--- config.mk ---
export PLATFORM = sky130hd
export DESIGN_NAME = fanctrl_cfg_seq
export DESIGN_NICKNAME = d
export VERILOG_FILES = /design/src/rtl/fanctrl_cfg_pkg.sv /design/src/rtl/fanctrl_byte_assembler.sv /design/src/rtl/fanctrl_cfg_seq.sv
export SDC_FILE = /design/constraint.sdc
export NUM_CORES = 1
export LEC_CHECK = 0
export BUFFER_PORTS_ARGS = -buffer_cell sky130_fd_sc_hd__buf_2
export CAP_MARGIN = 25
export CORE_MARGIN = 5
export CORE_UTILIZATION = 40
export DETAILED_ROUTE_END_ITERATION = 16
export GPL_TIMING_DRIVEN = 0
export PLACE_DENSITY = 0.66
export SLEW_MARGIN = 0
export SYNTH_ARGS = -nofsm -noshare
export SYNTH_HDL_FRONTEND = slang
export SYNTH_SLANG_ARGS = --single-unit
export TNS_END_PERCENT = 20
--- constraint.sdc ---
create_clock -name clk_i -period 16.4 [get_ports clk_i]
set_clock_uncertainty 0.1 [all_clocks]
set_input_delay 1.64 -clock clk_i [delete_from_list [all_inputs] [get_ports clk_i]]
set_output_delay 1.64 -clock clk_i [all_outputs]
set_load 0.05 [all_outputs]
--- src/rtl/fanctrl_cfg_pkg.sv ---
// Shared constants, state encoding and frame-length helpers for the
// fan controller configuration sequencer.
package fanctrl_cfg_pkg;

  localparam logic [3:0] ADDR_A0         = 4'h0;
  localparam logic [3:0] ADDR_A1         = 4'h1;
  localparam logic [3:0] ADDR_B0         = 4'h2;
  localparam logic [3:0] ADDR_B1         = 4'h3;
  localparam logic [3:0] ADDR_B2         = 4'h4;
  localparam logic [3:0] ADDR_PWM_PERIOD = 4'h5;
  localparam logic [3:0] ADDR_PWM_MIN    = 4'h6;
  localparam logic [3:0] ADDR_SET        = 4'h7;
  localparam logic [3:0] ADDR_ADC        = 4'h8;
  localparam logic [3:0] ADDR_CLR_ERR    = 4'hE;
  localparam logic [3:0] ADDR_COMMIT     = 4'hF;

  localparam int NUM_COEF = 5;

  typedef enum logic [1:0] {
    IDLE,
    PAYLOAD,
    STROBE,
    COMMIT
  } cfg_state_e;

  function automatic int unsigned payloadLen(input logic [3:0] addr, input int unsigned regBits);
    case (addr)
      ADDR_A0, ADDR_A1, ADDR_B0, ADDR_B1, ADDR_B2: payloadLen = regBits / 8;
      ADDR_PWM_PERIOD:                             payloadLen = 2;
      ADDR_PWM_MIN, ADDR_SET, ADDR_ADC:            payloadLen = 1;
      default:                                     payloadLen = 0;
    endcase
  endfunction

  function automatic logic addrValid(input logic [3:0] addr);
    addrValid = (addr <= ADDR_ADC) || (addr >= ADDR_CLR_ERR);
  endfunction

endpackage

--- src/rtl/fanctrl_byte_assembler.sv ---
// Little-endian byte assembler: each new byte enters at the top and older
// bytes slide down, so after P bytes the frame sits in the upper P bytes.
module fanctrl_byte_assembler
  import fanctrl_cfg_pkg::*;
#(
  parameter int WIDTH = 32,
  parameter int CNT_W = 3
) (
  input  logic             clk_i,
  input  logic             rst_i,
  input  logic             clear_i,
  input  logic             load_i,
  input  logic [CNT_W-1:0] count_i,
  input  logic             shift_i,
  input  logic [7:0]       data_i,
  output logic [WIDTH-1:0] next_o,
  output logic             last_o
);

  // Only the bytes below the incoming one need storage; the top byte is data_i.
  logic [WIDTH-9:0] shift_q;
  logic [CNT_W-1:0] count_q;

  assign next_o = {data_i, shift_q};
  assign last_o = (count_q == '0);

  always_ff @(posedge clk_i or posedge rst_i) begin
    if (rst_i) begin
      shift_q <= '0;
      count_q <= '0;
    end else if (clear_i) begin
      shift_q <= '0;
      count_q <= '0;
    end else if (load_i) begin
      shift_q <= '0;
      count_q <= count_i;
    end else if (shift_i) begin
      shift_q <= next_o[WIDTH-1:8];
      if (count_q != '0) count_q <= count_q - 1'b1;
    end
  end

endmodule

--- src/rtl/fanctrl_cfg_seq.sv ---
// Byte-serial configuration sequencer: parses command/payload frames into
// shadow registers, commits them atomically and issues SET/ADC strobes.
module fanctrl_cfg_seq
  import fanctrl_cfg_pkg::*;
#(
  parameter int ADC_BITWIDTH = 8,
  parameter int REG_BITWIDTH = 32
) (
  input  logic                    clk_i,
  input  logic                    rst_i,
  input  logic [7:0]              data_i,
  input  logic                    valid_i,
  output logic                    ready_o,
  input  logic                    abort_i,
  output logic [REG_BITWIDTH-1:0] a0_o,
  output logic [REG_BITWIDTH-1:0] a1_o,
  output logic [REG_BITWIDTH-1:0] b0_o,
  output logic [REG_BITWIDTH-1:0] b1_o,
  output logic [REG_BITWIDTH-1:0] b2_o,
  output logic [ADC_BITWIDTH:0]   pwm_period_o,
  output logic [ADC_BITWIDTH-1:0] pwm_min_o,
  output logic [ADC_BITWIDTH-1:0] value_o,
  output logic                    config_en_o,
  output logic                    data_valid_strb_o,
  output logic                    commit_o,
  output logic                    err_o
);

  localparam int BYTES    = REG_BITWIDTH / 8;
  localparam int CNT_W    = $clog2(BYTES + 1);
  localparam int PERIOD_W = ADC_BITWIDTH + 1;
  localparam logic [PERIOD_W-1:0] PERIOD_RST = PERIOD_W'((1 << ADC_BITWIDTH) - 1);

  cfg_state_e state_q, state_d;
  logic [3:0] addr_q, addr_d;
  logic [3:0] cmdAddr;

  logic asmClear, asmLoad, asmShift, asmLast;
  logic [CNT_W-1:0]        asmCount;
  logic [REG_BITWIDTH-1:0] asmNext;

  logic shadowWr, strobeGo, commitGo, errSet, errClr;

  logic [REG_BITWIDTH-1:0] shadowCoef_q [NUM_COEF];
  logic [REG_BITWIDTH-1:0] activeCoef_q [NUM_COEF];
  logic [PERIOD_W-1:0]     shadowPeriod_q, activePeriod_q;
  logic [ADC_BITWIDTH-1:0] shadowMin_q, activeMin_q;
  logic [ADC_BITWIDTH-1:0] value_q;
  logic                    configEn_q, strobe_q, commit_q, err_q;

  assign cmdAddr = data_i[3:0];
  assign ready_o = (state_q == IDLE) || (state_q == PAYLOAD);

  fanctrl_byte_assembler #(
    .WIDTH(REG_BITWIDTH),
    .CNT_W(CNT_W)
  ) u_assembler (
    .clk_i  (clk_i),
    .rst_i  (rst_i),
    .clear_i(asmClear),
    .load_i (asmLoad),
    .count_i(asmCount),
    .shift_i(asmShift),
    .data_i (data_i),
    .next_o (asmNext),
    .last_o (asmLast)
  );

  always_ff @(posedge clk_i or posedge rst_i) begin
    if (rst_i) begin
      state_q <= IDLE;
      addr_q  <= '0;
    end else begin
      state_q <= state_d;
      addr_q  <= addr_d;
    end
  end

  // Abort wins over any byte offered in the same cycle; ready_o is high only
  // in IDLE/PAYLOAD, so valid_i there is a transfer.
  always_comb begin
    state_d  = state_q;
    addr_d   = addr_q;
    asmClear = 1'b0;
    asmLoad  = 1'b0;
    asmShift = 1'b0;
    asmCount = '0;
    shadowWr = 1'b0;
    strobeGo = 1'b0;
    commitGo = 1'b0;
    errSet   = 1'b0;
    errClr   = 1'b0;
    if (abort_i) begin
      state_d  = IDLE;
      asmClear = 1'b1;
    end else begin
      case (state_q)
        IDLE: begin
          if (valid_i) begin
            if (cmdAddr == ADDR_COMMIT) begin
              commitGo = 1'b1;
              state_d  = COMMIT;
            end else if (cmdAddr == ADDR_CLR_ERR) begin
              errClr = 1'b1;
            end else if (!addrValid(cmdAddr)) begin
              errSet = 1'b1;
            end else begin
              addr_d   = cmdAddr;
              asmLoad  = 1'b1;
              asmCount = CNT_W'(payloadLen(cmdAddr, REG_BITWIDTH) - 1);
              state_d  = PAYLOAD;
            end
          end
        end
        PAYLOAD: begin
          if (valid_i) begin
            asmShift = 1'b1;
            if (asmLast) begin
              if (addr_q >= ADDR_SET) begin
                strobeGo = 1'b1;
                state_d  = STROBE;
              end else begin
                shadowWr = 1'b1;
                state_d  = IDLE;
              end
            end
          end
        end
        STROBE:  state_d = IDLE;
        COMMIT:  state_d = IDLE;
        default: state_d = IDLE;
      endcase
    end
  end

  always_ff @(posedge clk_i or posedge rst_i) begin
    if (rst_i) begin
      value_q    <= '0;
      configEn_q <= 1'b0;
      strobe_q   <= 1'b0;
      commit_q   <= 1'b0;
      err_q      <= 1'b0;
    end else begin
      strobe_q   <= strobeGo;
      configEn_q <= strobeGo && (addr_q == ADDR_SET);
      commit_q   <= commitGo;
      err_q      <= errSet | (err_q & ~errClr);
      if (strobeGo) value_q <= ADC_BITWIDTH'(asmNext[REG_BITWIDTH-1 -: 8]);
    end
  end

  // Shadow period resets to the active value so a bare commit leaves it intact.
  always_ff @(posedge clk_i or posedge rst_i) begin
    if (rst_i) begin
      for (int i = 0; i < NUM_COEF; i++) shadowCoef_q[i] <= '0;
      shadowPeriod_q <= PERIOD_RST;
      shadowMin_q    <= '0;
    end else if (shadowWr) begin
      case (addr_q)
        ADDR_A0, ADDR_A1, ADDR_B0, ADDR_B1, ADDR_B2:
          shadowCoef_q[addr_q[2:0]] <= asmNext;
        ADDR_PWM_PERIOD: shadowPeriod_q <= PERIOD_W'(asmNext[REG_BITWIDTH-1 -: 16]);
        ADDR_PWM_MIN:    shadowMin_q    <= ADC_BITWIDTH'(asmNext[REG_BITWIDTH-1 -: 8]);
        default: ;
      endcase
    end
  end

  always_ff @(posedge clk_i or posedge rst_i) begin
    if (rst_i) begin
      for (int i = 0; i < NUM_COEF; i++) activeCoef_q[i] <= '0;
      activePeriod_q <= PERIOD_RST;
      activeMin_q    <= '0;
    end else if (commitGo) begin
      for (int i = 0; i < NUM_COEF; i++) activeCoef_q[i] <= shadowCoef_q[i];
      activePeriod_q <= shadowPeriod_q;
      activeMin_q    <= shadowMin_q;
    end
  end

  assign a0_o              = activeCoef_q[0];
  assign a1_o              = activeCoef_q[1];
  assign b0_o              = activeCoef_q[2];
  assign b1_o              = activeCoef_q[3];
  assign b2_o              = activeCoef_q[4];
  assign pwm_period_o      = activePeriod_q;
  assign pwm_min_o         = activeMin_q;
  assign value_o           = value_q;
  assign config_en_o       = configEn_q;
  assign data_valid_strb_o = strobe_q;
  assign commit_o          = commit_q;
  assign err_o             = err_q;

endmodule

**Word level (Yosys, flattened, before mapping)**

Memory sizes are Yosys's and may differ from the RTL's.
Cells that the tools add are included.

- Bits in registers: 399
- Bits in latches: 0
- Bits in writable memories: 0
- Memory bits (read-only): 48
- Input port bits: 12
- Output and inout bits: 190
- Word-level logic and storage cells: 139
- Memories kept: 1

- $add $sub $neg: 2
- Multipliers: 0
- Divide/modulo/power cells: 0
- Order comparisons: 5
- Equal/unequal tests: 17
- Shifts and indexed selects: 0
- Muxes and demuxes: 66
- Bitwise gates (word level): 7
- Reductions and logical operators: 18

Memory list:

| name | words | bits a word | rd ports | clocked after memory_dff | wr ports | line | RTL |
|---|---|---|---|---|---|---|---|
| (no name shown) | 16 | 3 | 1 | 0 | 0 | fanctrl_cfg_pkg.sv:27 | `case (addr)` |

Operators with widths:

| kind | number |
|---|---|
| bitwise mux 160 bit | 1 |
| demux 32 bit (select 3 bit) | 1 |
| two-way mux 24 bit | 3 |
| two-way mux 3 bit | 16 |
| two-way mux 1 bit | 35 |
| two-way mux 32 bit | 1 |
| equality test 4 x 3 -> 1 bit, second input constant | 4 |
| two-way mux 2 bit | 8 |
| != test 3 bit, second input constant | 3 |
| nonzero test 3 bit | 3 |
| equality test 4 x 2 -> 1 bit, second input constant | 2 |
| equality test 4 bit, second input constant | 2 |
| >= comparator 4 bit, second input constant | 2 |
| AND reduction 2 bit | 4 |
| one-hot mux 2 bit (3 select lines) | 1 |
| AND reduction 6 bit | 1 |
| subtractor 3 x 1 -> 3 bit, second input constant | 2 |
| AND reduction 5 bit | 1 |
| OR reduction 5 bit | 1 |
| equality test 2 bit, second input constant | 2 |
| equality test 4 x 1 -> 1 bit, second input constant | 1 |
| >= comparator 4 x 3 -> 1 bit, second input constant | 1 |
| less-or-equal comparator 4 bit, second input constant | 1 |
| logical NOT 4 bit | 1 |
| 13 further kinds | 18 |

**Logic depth before layout (Yosys ltp)**

Gate-level depths: netlist (run 1).

- Depth after elaboration: 17
- Mapped depth: 8
- Depth with buffers taken out: 7

**Modules after synthesis**

Synthesis (run 1) repeated with hierarchy kept, for this count alone.

- Cell total of the unflattened synthesis: 956
- Area total of the unflattened synthesis: 15,374.7 µm²

Modules (own cells, without submodules):

| module | instances | cells each | area each (µm²) | seq. area each (µm²) |
|---|---|---|---|---|
| fanctrl_cfg_seq | 1 | 846 | 14,123.5 | 9,328.9 |
| fanctrl_byte_assembler | 1 | 110 | 1,251.2 | 675.6 |

**Worst setup path after synthesis (run 1)**

Ideal clock, no wire load.

- Path type: input to register
- Start point: in abort_i
- End point: reg activeCoef_q, in the netlist a1_o[0]
- Library setup time: 0.125 ns
- Data arrival time: 2.989 ns
- Data required time: 16.175 ns
- Slack: 13.186 ns
- Stages on the path: 7
- Path buffers: 3
- Path through: or3b_1 -> nand2b_4 -> nor2b_4 -> buf_6 -> buf_12 -> buf_12 -> mux2_4

- Longest elaborated chain between the ends: 1

RTL lines:

| what | line | RTL |
|---|---|---|
| from (decl) | fanctrl_cfg_seq.sv:14 | `input logic abort_i,` |
| two-way mux 1 bit | fanctrl_cfg_seq.sv:93 | `if (abort_i) begin` |
| to (decl) | fanctrl_cfg_seq.sv:45 | `logic [REG_BITWIDTH-1:0] activeCoef_q [NUM_COEF];` |

No other way between the ends.
A chain may end at the register's enable or synchronous reset.

**Worst setup path after layout (run 1)**

- Start point: reg activePeriod_q[0], in the netlist pwm_period_o[0]
- End point: out pwm_period_o[0]

RTL lines:

| what | line | RTL |
|---|---|---|
| from (decl) | fanctrl_cfg_seq.sv:46 | `logic [PERIOD_W-1:0] shadowPeriod_q, activePeriod_q;` |
| from (signal assigned) | fanctrl_cfg_seq.sv:176 | `activePeriod_q <= shadowPeriod_q;` |
| to (decl) | fanctrl_cfg_seq.sv:20 | `output logic [ADC_BITWIDTH:0] pwm_period_o,` |

No word-level cell between the ends.

==> results of run 1 <==
-- power by group through the flow --
| stage | Clock [mW] | Combinational, mW | Sequential [mW] |
|---|---|---|---|
| after floorplan | 0 | 0.0620 | 1.09 |
| after global placement | 0 | 0.136 | 1.05 |
| after detailed placement | 0 | 0.141 | 1.05 |
| after CTS | 0.988 | 0.142 | 1.03 |
| after global routing | 1.03 | 0.151 | 1.03 |
| final | 0.958 | 0.138 | 1.03 |
-- kinds of logic (layout without fill, tap and decap cells) --
kind of cell | after synthesis | count (layout) | synth area share, %
flip-flops | 399 | 399 | 63.7
multiplexers | 367 | 367 | 28.7
AND/OR/NAND/NOR | 89 | 89 | 2.84
buffers and inverters | 59 | 339 | 3.02
AO/OA/AOI/OAI | 40 | 40 | 1.48
adder cells (fa/ha/maj) | 3 | 3 | 0.239
XOR/XNOR | 1 | 1 | 0.0558
-- registers in the layout, indices dropped and copies added, names as in the netlist, 2 cells and up --
register,cells
a0_o,32
a1_o,32
addr_q,4
b0_o,32
b1_o,32
b2_o,32
pwm_min_o,8
pwm_period_o,9
shadowCoef_q,160
shadowMin_q,8
shadowPeriod_q,9
state_q,2
u_assembler.count_q,3
u_assembler.shift_q,24
value_o,8
-- synthesized netlist by cell type (2+ instances only) --
library cell	count
dfstp_2	16
nand3_1	2
dfrtp_1	383
mux2_2	261
inv_1	6
buf_4	6
buf_2	17
nor3_2	2
nor2_1	7
nand2_1	56
nand4bb_1	2
mux2_4	100
buf_1	2
ha_1	3
o32a_1	2
nor2b_1	3
nand2b_1	2
nor3_1	2
buf_12	11
o21a_1	2
buf_6	4
mux2_1	6
clkbuf_1	13
a21oi_1	29
-- stage by stage --
stage	hold WS (ps)	power [mW]	util [%]	TNS [ps]	instance area (um^2)
after CTS	392	2.16	48.7	0	18800
after global placement	370	1.18	44.8	-160080	17400
final	387	2.13	48.7	0	18800
after detailed placement	381	1.19	45.0	0	17400
after floorplan	359	1.15	-	0	15700
after global routing	405	2.22	48.7	0	18800
-- layout make-up --
cell class / count / area (um^2)
plain buffers: 53 / 452
clock inverters: 13 / 163
flip-flops and latches: 399 / 10000
multi-input cells: 500 / 5230
clock buffers: 65 / 1240
repair buffers: 202 / 1080
well taps: 518 / 648
inverters: 6 / 30.0
fillers: 3425 / 19900
-- metal layers --
| metal | vias up | routed length, um | global-route usage (%) |
|---|---|---|---|
| li1 | 3877 | - | - |
| met1 | 4452 | 16300 | 22.7 |
| met2 | 180 | 17200 | 27.2 |
| met3 | 53 | 2090 | 4.52 |
| met4 | 0 | 805 | 4.94 |
| met5 | - | 0 | 0 |
-- worst paths after layout --
path                                         end  slack (ps)  depth (start not counted)
worst max-delay path             pwm_period_o[0]       13270                          1
min in group asynchronous       shadowCoef_q[48]         970                          2
worst min-delay path                     b2_o[2]         390                          1
worst max register to register   shadowCoef_q[3]       13930                          7
worst min register to register           b2_o[2]         390                          1
max in group asynchronous                a1_o[4]       13790                          4
==> reports/results.md, run 1 <==
• **result of the run** finished, final reports clean
• **commonest non-fill, non-tap cells in the layout** 383 x dfrtp_1, 261 x mux2_2, 216 x buf_2
• **proportion of power drawn by combinational gates** 6.5%
• **vertical die dimension** 208 um
• **Power per Cell Area** 113 mW/mm^2
• **Hold Fails Final Rpt** 0
• **number of optimization iterations in the first detailed-route pass** 4
• **maximum count of clock buffers along a single path** 3
• **vias in the first global route** 9,340
• **unique cell type count in the Yosys netlist** 45
• **number of remaining DRC errors** 0
• **cell at the root of the clock tree** clkbuf_16
• **Yosys warning total** 0
• **Detail Placement HPWL** 24,700 um
• **Worst Hold Class** reg -> reg
• **number of flops mapped to enable cells by yosys** 0
• **Final #Nets** 1,220
• **final antenna-violating net count** 0
• **internal power** 1.63 mW
• **worst path buffer plus inverter count** 1
• **overflow left after global routing** 0
• **Primary FF master, synth** dfrtp_1
• **WP data required** 14,660 ps
• **min Tclk post-route** 3130 ps
• **clk sink count** 399
• **routed wirelength normalized by instance count** 20.7 um
• **timing startpoint of the critical path** pwm_period_o[0]
• **floorplan die area** 0.0433 mm^2
• **GRT Resource Usage Total** 16.9%
• **Synth top area share** 61.0%
• **final worst setup slack** 13,270 ps
• **flip-flop and latch count after synthesis** 399
• **clock latency reported for the late side of the worst-skew pair** 560 ps
• **ANT cells** 0
• **initial DRC count** 399
• **layout cells sized above 1** 55.7%
• **fraction of power spent switching nets** 23.6%
• **number of pins exceeding their max-slew limit in the final report** 0
• **class of the most critical setup path** reg -> out
• **die width** 208 um
• **startpoint class of the critical path** flop
• **clock share of power** 45.0%
• **global-route wire length before repair** 56,900 um
• **Max-Cap Viols** 0
• **non-filler instance count after layout** 1,756
• **number of hold buffers added after CTS** 0
• **core region area** 0.0387 mm^2
• **biggest cell delay along the critical path** 530 ps
• **clock-pin slew on the worst setup and hold paths** 60 ps
• **synthesized instance count** 958
• **number of standard-cell rows in the floorplan** 72
• **kind of capture point of the worst setup path** output port
• **mapped cell area** 0.0157 mm^2
• **final setup fails** 0
• **cell family contributing the most delay on the critical path** flip-flops
• **nets in the synthesized netlist** 973
• **mean number of vias per cell** 4.88
• **detailed-route via count** 8,562
• **transition time of the tightest slew-check pin** 909 ps
• **sequential fraction of the synthesis area** 63.7%
• **largest area contributor in the netlist** dfrtp_1
• **slowest library cell on the worst path** dfstp_2
• **Routed Wire Length** 36,400 um
• **largest net degree at the start of global routing** 127
• **LEAKAGE** 9.84 nW
• **setup bufs post-CTS** 0
• **FF-to-FF Start** u_assembler.count_q[0]
• **clock tree from TritonCTS** built
• **final critical-path share of the clock period** 19.1%
• **headroom to the max-slew limit** 39.4%
• **total net switching power** 0.502 mW
• **commonest non-fill, non-tap cell in the layout** dfrtp_1
• **series of cell instances along the critical path** buf_2
• **setup repair after global routing missed its margin** false
• **largest vdd supply drop** 0.000117 V
• **startpoint of the tightest hold check path** shadowCoef_q[2]
• **port buffer count** 199
• **endpoint arrival time on the critical path** 1390 ps
• **number of cells upsized or downsized after cts** 0
• **routability congestion estimate** 0.755
• **initial antenna violation count** 0
• **worst-case setup slack after placement** 12,720 ps
• **area grow syn2layout** 20.0%
• **starting density of the core** 40.6%
• **synthesized area divided by synthesized cell count** 16.4 um^2
• **portion of total power attributed to sequential cells** 48.5%
• **number of H-tree branching levels** 2
• **biggest area contributors in the synthesized netlist** dfrtp_1 61%, mux2_2 19%, mux2_4 9.6%, dfstp_2 2.7%, buf_12 1.4%
• **number of buffers created by CTS** 43
• **peak fanout along the critical path** 2
• **highest clock frequency the design can meet** 320 MHz
• **I/O pin total** 202
• **async set-or-reset flop fraction in the synthesized netlist** 100%
• **number of cells in the design after placement** 1,678
No activity file was read; power rests on OpenSTA's default activity.
==> run 2, diff against run 1 <==
clock period = 2.97 ns   (was 16.4 ns; I/O delays follow)
==> reports/results.md, run 2 (synthesized netlist as in run 1, its figures left out) <==
• **startpoint of the tightest hold check path** data_i[5]
• **commonest non-fill, non-tap cell in the layout** dfrtp_1
• **largest net degree at the start of global routing** 45, -65%
• **transition time of the tightest slew-check pin** 878 ps, -31.7 ps
• **clock tree from TritonCTS** built
• **number of pins exceeding their max-slew limit in the final report** 0, unchanged
• **Finished Cell Area** 0.0191 mm^2, +1.6%
• **vias in the first global route** 9,303, -0.40%
• **LEAKAGE** 9.98 nW, +1.4%
• **result of the run** finished, final reports clean
• **mean number of vias per cell** 4.90, +0.46%
• **Power per Cell Area** 628 mW/mm^2, +460%
• **final antenna-violating net count** 0, unchanged
• **routability congestion estimate** 0.754, -0.23%
• **core region area** 0.0387 mm^2, unchanged
• **starting density of the core** 40.6%, unchanged
• **number of hold buffers added after CTS** 8, +8
• **series of cell instances along the critical path** inv_1, ha_1, ha_1, nor3b_1, nand3_1, buf_2, mux2_2
• **number of standard-cell rows in the floorplan** 72, unchanged
• **headroom to the max-slew limit** 41.5%, +2.1 points
• **setup bufs post-CTS** 0, unchanged
• **clock latency reported for the late side of the worst-skew pair** 560 ps, about the same
• **layout cells sized above 1** 56.1%, +0.37 points
• **Worst Hold Class** in -> reg
• **Hold Fails Final Rpt** 0, unchanged
• **port buffer count** 199, unchanged
• **WP data required** 3310 ps, -11,350 ps
• **highest clock frequency the design can meet** 411 MHz
• **startpoint class of the critical path** flop
• **DP Area** 0.0176 mm^2, +0.77%
• **endpoint arrival time on the critical path** 2770 ps, +1380 ps
• **min Tclk post-route** 2440 ps
• **total chip power** 12.0 mW, +470%
• **final setup fails** 0, unchanged
• **number of H-tree branching levels** 2, unchanged
• **detailed-route via count** 8,675, +1.3%
• **max FFs per register** 160, unchanged
• **cell at the root of the clock tree** clkbuf_16
• **Post-Route Setup TNS** 0 ps, unchanged
• **initial antenna violation count** 0, unchanged
• **Final #Nets** 1,236, +1.3%
• **number of cells upsized or downsized after cts** 0, unchanged
• **vertical die dimension** 208 um, unchanged
• **number of remaining DRC errors** 0, unchanged
• **commonest non-fill, non-tap cells in the layout** 383 x dfrtp_1, 261 x mux2_2, 216 x buf_2
• **class of the most critical setup path** reg -> reg
• **Detail Placement HPWL** 25,000 um, +1.6%
• **maximum count of clock buffers along a single path** 3, unchanged
• **slowest library cell on the worst path** dfrtp_1
• **clock-pin slew on the worst setup and hold paths** 60 ps, about the same
• **area grow syn2layout** 21.9%
• **end point of the worst hold path** u_assembler.shift_q[21]
• **final critical-path share of the clock period** 82.0%
• **biggest cell delay along the critical path** 390 ps, -140 ps
• **I/O pin total** 202, unchanged
• **worst hold-check slack** 25.2 ps, -362 ps
• **number of buffers created by CTS** 43, unchanged
• **kind of capture point of the worst setup path** flop
• **worst path buffer plus inverter count** 2, +1
• **clk sink count** 399, unchanged
• **floorplan die area** 0.0433 mm^2, unchanged
• **overflow left after global routing** 0, unchanged
• **initial DRC count** 349, -13%
• **number of optimization iterations in the first detailed-route pass** 4, unchanged
• **largest reg by FF count** shadowCoef_q
• **GRT Resource Usage Total** 17.0%, +0.15 points
• **reg2reg end** shadowCoef_q[8]
• **most common cell type on the critical path** ha_1
• **die width** 208 um, unchanged
• **peak fanout along the critical path** 10, +8
• **Routed Wire Length** 36,600 um, +0.44%
• **largest vdd supply drop** 0.000514 V, +340%
• **global-route wire length before repair** 57,600 um, +1.2%
• **setup repair after global routing missed its margin** false
• **cell count of the worst hold path** 3, +2
• **slack of the worst reg-to-reg path** 530 ps, -13,400 ps
• **Max-Cap Viols** 0, unchanged
• **routed wirelength normalized by instance count** 20.7 um, -0.41%
• **ANT cells** 0, unchanged
• **path depth of the worst reg2reg path** 7, unchanged
• **cell family contributing the most delay on the critical path** simple AND/OR/NAND/NOR gates
• **FF-to-FF Start** u_assembler.count_q[0]
## run 2: cell types whose count changed in the layout (fill, tap and decap cells not counted), moves of 2 or more
cell	previous run	this run
dlygate4sd3_1	0	8
clkbuf_1	27	21
buf_16	3	0
clkinv_2	8	6
clkbuf_8	8	13
buf_12	11	22
## run 2: worst max path at each step
stage / from / end / slack (ps) / cells past startpoint
after floorplan: rst_i / a0_o[0] / -2790 / 1
after global placement: rst_i / shadowCoef_q[92] / -4990 / 2
after detailed placement: rst_i / b0_o[28] / 440 / 8
after CTS: rst_i / b0_o[27] / 480 / 9
after global routing: rst_i / shadowCoef_q[100] / 190 / 9
final: u_assembler.count_q[0] / shadowCoef_q[8] / 530 / 7
## run 2: area by class of cell
| class | instances | area [um^2] |
|---|---|---|
| clock inverter | 12 | 175 |
| buffer | 53 | 452 |
| inverter | 6 | 26.3 |
| fill | 3375 | 19600 |
| multi-input combinational | 500 | 5230 |
| tap | 518 | 648 |
| clock buffer | 65 | 1310 |
| timing repair buffer | 218 | 1300 |
| sequential | 399 | 10000 |
## run 2: layer usage
metal	GRT usage (%)	vias up	wire length [um]
met3	3.89	54	1720
met1	22.7	4562	16300
li1	-	3896	-
met2	28.2	163	17800
met4	4.80	0	798
met5	0	-	0
## run 2: worst reg2reg max path: stages (launching register included)
cell and delay, ps:
dfrtp_1 390, inv_1 60, ha_1 140, ha_1 290, nor3b_1 270, nand3_1 360, buf_2 380, mux2_2 330
## run 2: through the flow
stage,instances,util (%),worst slack (ps)
6_report,1771,49.4,534
5_1_grt,1771,49.4,191
4_1_cts,1771,49.4,479
3_5_place_dp,1686,45.4,438
3_3_place_gp,1675,44.8,-4990
2_1_floorplan,958,-,-2790
## run 2: report_power, final
part	internal (mW)	switching, mW	total, mW
Sequential	5.60	0.0957	5.70
Combinational	0.263	0.532	0.795
Clock	3.39	2.15	5.54
Total	9.25	2.78	12.0
==> run 3, diff against run 2 <==
clock period = 2.3 ns   (was 2.97 ns; I/O delays follow)
==> reports/results.md, run 3 (synthesized netlist as in run 1, its figures left out) <==
• **result of the run** finished, final reports clean
• **Finished Cell Area** 0.0193 mm^2, +0.84%
• **vias in the first global route** 9,323, +0.21%
• **biggest cell delay along the critical path** 450 ps, +60 ps
• **starting density of the core** 40.6%, unchanged
• **kind of capture point of the worst setup path** flop
• **floorplan die area** 0.0433 mm^2, unchanged
• **port buffer count** 199, unchanged
• **area grow syn2layout** 22.9%
• **total chip power** 15.6 mW, +29%
• **Routed Wire Length** 36,600 um, +0.17%
• **number of remaining DRC errors** 0, unchanged
• **highest clock frequency the design can meet** 447 MHz, +8.8%
• **clock tree from TritonCTS** built
• **max FFs per register** 160, unchanged
• **final setup fails** 0, unchanged
• **transition time of the tightest slew-check pin** 857 ps, -20.7 ps
• **Detail Placement HPWL** 25,000 um, unchanged
• **startpoint class of the critical path** flop
• **global-route wire length before repair** 57,700 um, +0.17%
• **worst path buffer plus inverter count** 3, +1
• **cell at the root of the clock tree** clkbuf_16
• **WP data required** 2630 ps, -680 ps
• **number of standard-cell rows in the floorplan** 72, unchanged
• **setup bufs post-CTS** 0, unchanged
• **detailed-route via count** 8,684, +0.10%
• **non-filler instance count after layout** 1,772, +0.056%
• **mean number of vias per cell** 4.90, about the same
• **number of pins exceeding their max-slew limit in the final report** 0, unchanged
• **Hold Fails Final Rpt** 0, unchanged
• **Worst Hold Class** in -> reg
• **largest reg by FF count** shadowCoef_q
• **final worst setup slack** 61.6 ps, -473 ps
• **core region area** 0.0387 mm^2, unchanged
• **series of cell instances along the critical path** or3b_4, nand2b_4, nor2b_4, buf_12, buf_16, buf_16, mux2_4
• **final antenna-violating net count** 0, unchanged
• **min Tclk post-route** 2240 ps, -197 ps
• **routed wirelength normalized by instance count** 20.7 um, +0.11%
• **Power per Cell Area** 806 mW/mm^2, +28%
• **FF-to-FF Start** state_q[1]
• **class of the most critical setup path** reg -> reg
• **worst-case setup slack after placement** -165 ps, -603 ps
• **initial antenna violation count** 0, unchanged
• **initial DRC count** 390, +12%
• **path depth of the worst reg2reg path** 7, unchanged
• **number of optimization iterations in the first detailed-route pass** 4, unchanged
• **number of cells in the design after placement** 1,686, unchanged
• **end point of the worst hold path** err_o
• **commonest non-fill, non-tap cell in the layout** dfrtp_1
• **overflow left after global routing** 0, unchanged
• **largest net degree at the start of global routing** 45, unchanged
• **slowest library cell on the worst path** dfrtp_2
• **number of buffers created by CTS** 43, unchanged
• **clock-pin slew on the worst setup and hold paths** 60 ps, about the same
• **layout cells sized above 1** 56.8%, +0.67 points
• **fill cell instance count of the final layout** 3,359, -0.47%
• **peak fanout along the critical path** 10, unchanged
• **Final #Nets** 1,237, +0.081%
• **routability congestion estimate** 0.754, unchanged
• **cell family contributing the most delay on the critical path** simple AND/OR/NAND/NOR gates
• **commonest non-fill, non-tap cells in the layout** 382 x dfrtp_1, 261 x mux2_2, 204 x buf_2
• **vertical die dimension** 208 um, unchanged
• **endpoint arrival time on the critical path** 2570 ps, -200 ps
• **slack of the worst reg-to-reg path** 60 ps, -470 ps
• **clock latency reported for the late side of the worst-skew pair** 550 ps, about the same
• **final critical-path share of the clock period** 97.3%, +15 points
• **Max-Cap Viols** 0, unchanged
• **worst hold-check slack** 148 ps, +123 ps
• **largest vdd supply drop** 0.000665 V, +29%
• **ANT cells** 0, unchanged
• **LEAKAGE** 10.0 nW, +0.65%
• **I/O pin total** 202, unchanged
• **GRT Resource Usage Total** 17.1%, +0.039 points
• **most common cell type on the critical path** buf_16
• **cell count of the worst hold path** 3, unchanged
• **number of H-tree branching levels** 2, unchanged
• **clk sink count** 399, unchanged
• **reg2reg end** b1_o[4]
• **die width** 208 um, unchanged
• **setup repair after global routing missed its margin** false
• **startpoint of the tightest hold check path** data_i[1]
• **maximum count of clock buffers along a single path** 3, unchanged
• **DP Area** 0.0176 mm^2, unchanged
• **headroom to the max-slew limit** 42.9%, +1.4 points
## run 3: cell types whose count changed in the layout (fill, tap and decap cells not counted), sizes merged
cell,change
buf,-1
dlygate4sd3,+2
## run 3: report_power, final
group          switching, mW  internal (mW)
clock network           2.77           4.38
registers              0.125           7.23
logic                  0.704          0.355
total                   3.60           12.0
## run 3: worst max-delay path by stage
stage,start,to,slack [ps],cells after the start
CTS,u_assembler.count_q[0],shadowCoef_q[40],-30,8
detailed placement,rst_i,b0_o[28],-160,8
global placement,rst_i,shadowCoef_q[92],-5600,2
finish,state_q[1],b1_o[4],60,7
global route,state_q[1],shadowCoef_q[61],10,6
floorplan,rst_i,a0_o[0],-3390,1
## run 3: per-layer routing
| layer | vias up | share of wire [%] | track usage (%) |
|---|---|---|---|
| met2 | 183 | 49 | 28.3 |
| li1 | 3902 | - | - |
| met4 | 0 | 2.1 | 4.80 |
| met5 | - | 0 | 0 |
| met3 | 53 | 4.8 | 3.86 |
| met1 | 4546 | 44 | 22.8 |
## run 3: repair_timing
item                       CTS  global route
hold buffers                11             0
setup endpoints to repair  162           252
hold endpoints to repair    44             0
resized for setup           18            16
pin swaps                    0             1
## run 3: worst register-to-register path: stages, from the launching register on
cell and delay (ps):
dfrtp_2 450, or3b_4 400, nand2b_4 170, nor2b_4 130, buf_12 150, buf_16 210
buf_16 200, mux2_4 320
## run 3: stage by stage
| stage | util [%] | setup TNS (ps) |
|---|---|---|
| after floorplan | - | -1328520 |
| after global placement | 44.8 | -2189970 |
| after detailed placement | 45.4 | -15790 |
| after CTS | 49.7 | -181 |
| after global routing | 49.8 | 0 |
| final | 49.8 | 0 |
## run 3: area by class of cell
type,instances,area [um^2],area share [%]
Clock buffer,65,1310,6.79
Multi-Input combinational cell,500,5290,27.4
Sequential cell,399,10000,51.8
Timing Repair Buffer,221,1340,6.92
Inverter,6,26.3,0.136
Buffer,51,513,2.66
Tap cell,518,648,3.36
Clock inverter,12,175,0.907
